### config.mk
export PLATFORM = sky130hd
export DESIGN_NAME = vga_sync_gen
export DESIGN_NICKNAME = d
export VERILOG_FILES = /design/src/rtl/vga_sync_gen.sv
export SDC_FILE = /design/constraint.sdc
export NUM_CORES = 1
export LEC_CHECK = 0
export BUFFER_PORTS_ARGS = -buffer_cell sky130_fd_sc_hd__buf_2
export CORE_MARGIN = 2
export CORE_UTILIZATION = 38
export CTS_CLUSTER_SIZE = 25
export DETAILED_ROUTE_END_ITERATION = 6
export SLEW_MARGIN = 15
export SYNTH_ARGS = -nofsm -noshare
export SYNTH_HDL_FRONTEND = slang
export SYNTH_SLANG_ARGS = --single-unit
### constraint.sdc
create_clock -name clk_148_mhz -period 2.8 [get_ports clk_148_mhz]
set_clock_uncertainty 0.15 [all_clocks]
set_input_delay 0.7 -clock clk_148_mhz [delete_from_list [all_inputs] [get_ports clk_148_mhz]]
set_output_delay 0.7 -clock clk_148_mhz [all_outputs]
set_load 0.01 [all_outputs]
### src/rtl/vga_sync_gen.sv
// Raster timing generator: free-running pixel/line counters with registered sync,
// display-enable, coordinate and strobe outputs, all aligned one clock behind the counters.
module vga_sync_gen #(
    parameter int H_ACTIVE = 1920,
    parameter int H_FP     = 88,
    parameter int H_SYNC   = 44,
    parameter int H_BP     = 148,
    parameter int V_ACTIVE = 1080,
    parameter int V_FP     = 4,
    parameter int V_SYNC   = 5,
    parameter int V_BP     = 36,
    parameter bit H_POL    = 1'b1,
    parameter bit V_POL    = 1'b1
) (
    input  logic        clk_148_mhz,
    input  logic        rst_n,
    output logic        hsync,
    output logic        vsync,
    output logic        display_on,
    output logic [11:0] pixel_x,
    output logic [10:0] pixel_y,
    output logic        line_start,
    output logic        frame_start
);

    localparam int H_TOTAL = H_ACTIVE + H_FP + H_SYNC + H_BP;
    localparam int V_TOTAL = V_ACTIVE + V_FP + V_SYNC + V_BP;

    localparam logic [11:0] H_LAST = 12'(H_TOTAL - 1);
    localparam logic [10:0] V_LAST = 11'(V_TOTAL - 1);

    // Decode bounds are one bit wider than the counters so a sync pulse ending
    // exactly at a full-width total cannot wrap to zero.
    localparam logic [12:0] H_ACT_W  = 13'(H_ACTIVE);
    localparam logic [12:0] HS_BEG_W = 13'(H_ACTIVE + H_FP);
    localparam logic [12:0] HS_END_W = 13'(H_ACTIVE + H_FP + H_SYNC);
    localparam logic [11:0] V_ACT_W  = 12'(V_ACTIVE);
    localparam logic [11:0] VS_BEG_W = 12'(V_ACTIVE + V_FP);
    localparam logic [11:0] VS_END_W = 12'(V_ACTIVE + V_FP + V_SYNC);

    logic [11:0] h_cnt_q, h_cnt_d;
    logic [10:0] v_cnt_q, v_cnt_d;
    logic        h_wrap;

    logic        hsync_q, hsync_d;
    logic        vsync_q, vsync_d;
    logic        de_q, de_d;
    logic        line_q, line_d;
    logic        frame_q, frame_d;
    logic [11:0] px_q;
    logic [10:0] py_q;

    logic [12:0] h_ext;
    logic [11:0] v_ext;

    always_comb begin
        h_wrap  = (h_cnt_q == H_LAST);
        h_cnt_d = h_wrap ? 12'd0 : h_cnt_q + 12'd1;
        v_cnt_d = v_cnt_q;
        if (h_wrap) begin
            v_cnt_d = (v_cnt_q == V_LAST) ? 11'd0 : v_cnt_q + 11'd1;
        end
    end

    always_comb begin
        h_ext   = {1'b0, h_cnt_q};
        v_ext   = {1'b0, v_cnt_q};
        de_d    = (h_ext < H_ACT_W) && (v_ext < V_ACT_W);
        hsync_d = ((h_ext >= HS_BEG_W) && (h_ext < HS_END_W)) ? H_POL : ~H_POL;
        vsync_d = ((v_ext >= VS_BEG_W) && (v_ext < VS_END_W)) ? V_POL : ~V_POL;
        line_d  = (h_cnt_q == 12'd0);
        frame_d = (h_cnt_q == 12'd0) && (v_cnt_q == 11'd0);
    end

    always_ff @(posedge clk_148_mhz or negedge rst_n) begin
        if (!rst_n) begin
            h_cnt_q <= 12'd0;
            v_cnt_q <= 11'd0;
            hsync_q <= ~H_POL;
            vsync_q <= ~V_POL;
            de_q    <= 1'b0;
            line_q  <= 1'b0;
            frame_q <= 1'b0;
            px_q    <= 12'd0;
            py_q    <= 11'd0;
        end else begin
            h_cnt_q <= h_cnt_d;
            v_cnt_q <= v_cnt_d;
            hsync_q <= hsync_d;
            vsync_q <= vsync_d;
            de_q    <= de_d;
            line_q  <= line_d;
            frame_q <= frame_d;
            px_q    <= h_cnt_q;
            py_q    <= v_cnt_q;
        end
    end

    assign hsync       = hsync_q;
    assign vsync       = vsync_q;
    assign display_on  = de_q;
    assign pixel_x     = px_q;
    assign pixel_y     = py_q;
    assign line_start  = line_q;
    assign frame_start = frame_q;

endmodule

==> impl_metrics.xml <==
<?xml version="1.0" encoding="UTF-8"?>
<metrics>
  <group name="placed_design">
    <metric name="buffer_ports.inserted" unit="">29</metric>
    <metric name="routabilityCongestion" unit="">0.8149</metric>
    <metric name="placed_cells" unit="">260</metric>
    <metric name="detailedPlacementHpwl" unit="µm">2216</metric>
    <metric name="dp_worst_setup_slack" unit="ns">0.7859</metric>
  </group>
  <group name="power_and_ir_drop">
    <metric name="powerDensity" unit="nW/µm²">497.3</metric>
    <metric name="worst_vdd_ir" unit="mV">0.1700</metric>
    <metric name="leakage" unit="nW">1.149</metric>
  </group>
  <group name="routing">
    <metric name="routed_wirelength" unit="µm">3413</metric>
    <metric name="detail_route.first_pass.iterations" unit="">4</metric>
    <metric name="post_drt_wl_per_cell" unit="µm">12.74</metric>
    <metric name="ratio_of_routed_vias_to_standard_cells" unit="">4.899</metric>
    <metric name="route.vias.total" unit="">1313</metric>
    <metric name="antenna_violating_nets_post_route" unit="">0</metric>
    <metric name="post-route-drc-count" unit="">0</metric>
    <metric name="drt_iter0_drc" unit="">116</metric>
  </group>
  <group name="cts">
    <metric name="clkSlewWorstSetupHoldPaths" unit="ns">0.09</metric>
    <metric name="post_cts.resized_instances" unit="">0</metric>
    <metric name="clock-sinks" unit="">51</metric>
    <metric name="hold_buffers" unit="">0</metric>
    <metric name="post_cts_buffers" unit="">0</metric>
    <metric name="clock_latency" unit="ns">0.30</metric>
    <metric name="tritoncts" unit="">yes</metric>
    <metric name="cts-root-buf" unit="">clkbuf_8</metric>
    <metric name="cts-root-to-sink-buffers" unit="">2</metric>
    <metric name="cts_made_buffers" unit="">5</metric>
    <metric name="cts_max_level" unit="">2</metric>
  </group>
  <group name="critical_path">
    <metric name="startpoint_type" unit="">flip-flop</metric>
    <metric name="criticalPathCategory" unit="">flip-flop to flip-flop</metric>
    <metric name="path_delay_family" unit="">simple AND/OR/NAND/NOR gates</metric>
    <metric name="critPathCaptureType" unit="">flip-flop</metric>
    <metric name="critical_path.cell_chain" unit="">ha_1, and4_1, nand4_2, or3_1, o21ai_0</metric>
    <metric name="critical_path.max_stage_delay" unit="ns">0.46</metric>
    <metric name="maximum_fanout_count_along_the_critical_path" unit="">11</metric>
    <metric name="timing.critical_path.required" unit="ns">2.87</metric>
    <metric name="buffers_inverters_on_critical_path" unit="">0</metric>
    <metric name="timing.critical_path.arrival" unit="ns">2.15</metric>
    <metric name="critical-path-slowest-cell" unit="">dfrtp_1</metric>
  </group>
  <group name="timing">
    <metric name="final_hold_viol_count" unit="">0</metric>
    <metric name="max_freq" unit="MHz">480.8</metric>
    <metric name="post-route-period-util" unit="%">74.28</metric>
    <metric name="setup_total_negative_slack" unit="ns">0</metric>
    <metric name="rsz0062_at_grt" unit="">false</metric>
    <metric name="maxSlewHeadroom" unit="%">59.13</metric>
    <metric name="final_period_minus_worst_setup_slack" unit="ns">2.080</metric>
    <metric name="layout_setup_ws" unit="ns">0.7201</metric>
    <metric name="setup_viol" unit="">0</metric>
    <metric name="worstMarginPinSlew" unit="ns">0.6131</metric>
    <metric name="report.final.slew_viol_count" unit="">0</metric>
  </group>
  <group name="final_layout">
    <metric name="final_cells" unit="">268</metric>
    <metric name="finalCoreUtilization" unit="%">45.20</metric>
    <metric name="nets" unit="">203</metric>
    <metric name="layout-drive-gt1-share" unit="%">22.22</metric>
    <metric name="area.growth.synth_to_final" unit="%">14.60</metric>
    <metric name="antenna_fix_cells" unit="">0</metric>
  </group>
  <group name="yosys">
    <metric name="yosys-top-cells-area" unit="">dfrtp_1, xor2_1, nand3_1, nand2_1, ha_1</metric>
    <metric name="synth-seq-area-share" unit="%">63.35</metric>
    <metric name="yosysMostFrequentCell" unit="">dfrtp_1</metric>
    <metric name="synth_warnings" unit="">0</metric>
    <metric name="synth-seq-cells" unit="">51</metric>
    <metric name="synth_enable_flop_cells" unit="">0</metric>
    <metric name="syn_area" unit="µm²">2014</metric>
    <metric name="syn-num-nets" unit="">171</metric>
    <metric name="asyncSetResetFlopFracSynth" unit="%">100.0</metric>
    <metric name="synth_top_cell_by_area" unit="">dfrtp_1</metric>
    <metric name="synth_flop_cell" unit="">dfrtp_1</metric>
    <metric name="yosys.cell_types.count" unit="">37</metric>
    <metric name="commonest_cells_in_the_netlist" unit="">dfrtp_1, nand2_1, nand3_1</metric>
    <metric name="postSynthCellCount" unit="">165</metric>
    <metric name="syn-mean-instance-area" unit="µm²">12.21</metric>
    <metric name="synth_top_cell_area_share" unit="%">63.35</metric>
  </group>
  <group name="global_routing">
    <metric name="grtUsageTotal" unit="%">12.79</metric>
    <metric name="grt_pass1_wl" unit="µm">5954</metric>
    <metric name="antenna_found_initial" unit="">0</metric>
    <metric name="grt_start_max_net_pins" unit="">52</metric>
    <metric name="first_global_vias" unit="">1181</metric>
    <metric name="globalRouteOverflowTotal" unit="">0</metric>
  </group>
  <group name="die">
    <metric name="coreArea" unit="µm²">5107</metric>
    <metric name="io_pins" unit="">30</metric>
    <metric name="die_h" unit="µm">76.81</metric>
    <metric name="row_count" unit="">26</metric>
    <metric name="start_util" unit="%">39.44</metric>
    <metric name="die_area" unit="µm²">5900</metric>
    <metric name="fp.dieW" unit="µm">76.81</metric>
  </group>
  <group name="min_path">
    <metric name="worstHoldPathType" unit="">flip-flop to flip-flop</metric>
  </group>
  <group name="outcome">
    <metric name="status" unit="">complete, no violations</metric>
  </group>
  <group name="flow_run">
    <metric name="timing.max_cap.violations" unit="">0</metric>
  </group>
</metrics>
report_power, final:
group | internal [mW] | switching (mW)
clock network | 0.175 | 0.223
logic | 0.00140 | 0.0132
registers | 0.736 | 0
total | 0.912 | 0.236
layer usage:
metal | track usage [%] | up-vias | share of wire [%]
li1 | - | 641 | -
met1 | 18.50 | 625 | 50
met2 | 17.81 | 40 | 43
met3 | 3.294 | 7 | 5.0
met4 | 6.182 | 0 | 2.0
met5 | 0 | - | 0
cell usage in the layout, fill, tap and decap left out, types with 4 or more instances in the layout:
cell	n
dfrtp_1	51
buf_2	29
nand2_1	14
nand3_1	13
nor2_1	9
xor2_1	8
nand4_1	6
inv_1	5
xnor2_1	5
o21ai_0	5
clkbuf_8	5
a21oi_1	4
ha_1	4
kinds of logic (layout without fill, tap and decap cells):
kind of cell             Yosys count  in the layout  synth area share (%)
adder cells (fa/ha/maj)            4              4                 2.485
buffers and inverters             10             43                 2.485
AO/OA/AOI/OAI                     12             12                 3.354
AND/OR/NAND/NOR                   73             73                 21.68
XOR/XNOR                          13             13                 5.652
multiplexers                       2              2                0.9938
flip-flops                        51             51                 63.35
flip-flops by register name (all words and copies together), names as in the netlist:
name	flops
line_start	1
frame_start	1
hsync	1
v_cnt_q	11
pixel_x	12
vsync	1
pixel_y	11
h_cnt_q	12
display_on	1
layout make-up:
type	instances	area, µm²
multi-input cells	104	688.2
inverters	5	18.77
clock buffers	6	72.57
clock inverters	2	12.51
repair buffers	30	152.6
fillers	487	2799
well taps	70	87.58
flip-flops and latches	51	1276
worst paths after layout:
path | to | slack (ns) | depth (start not counted) | from
setup / recovery | v_cnt_q[5] | 0.72 | 5 | h_cnt_q[0]
max in group asynchronous | h_cnt_q[8] | 1.74 | 2 | rst_n
hold / removal | pixel_x[10] | 0.32 | 0 | h_cnt_q[10]
setup reg to reg | v_cnt_q[5] | 0.72 | 5 | h_cnt_q[0]
hold reg to reg | pixel_x[10] | 0.32 | 0 | h_cnt_q[10]
min in group asynchronous | pixel_x[10] | 0.34 | 2 | rst_n
metrics by stage:
stage	instance area [µm²]	power, mW	hold slack (ns)
after global placement	2223	0.7664	0.2940
final	2308	1.148	0.3154
after floorplan	2014	0.7507	0.1987
after detailed placement	2223	0.7664	0.2948
after CTS	2308	1.165	0.3149
after global routing	2308	1.205	0.3362
Note: power is estimated with default switching activity, not from simulation.
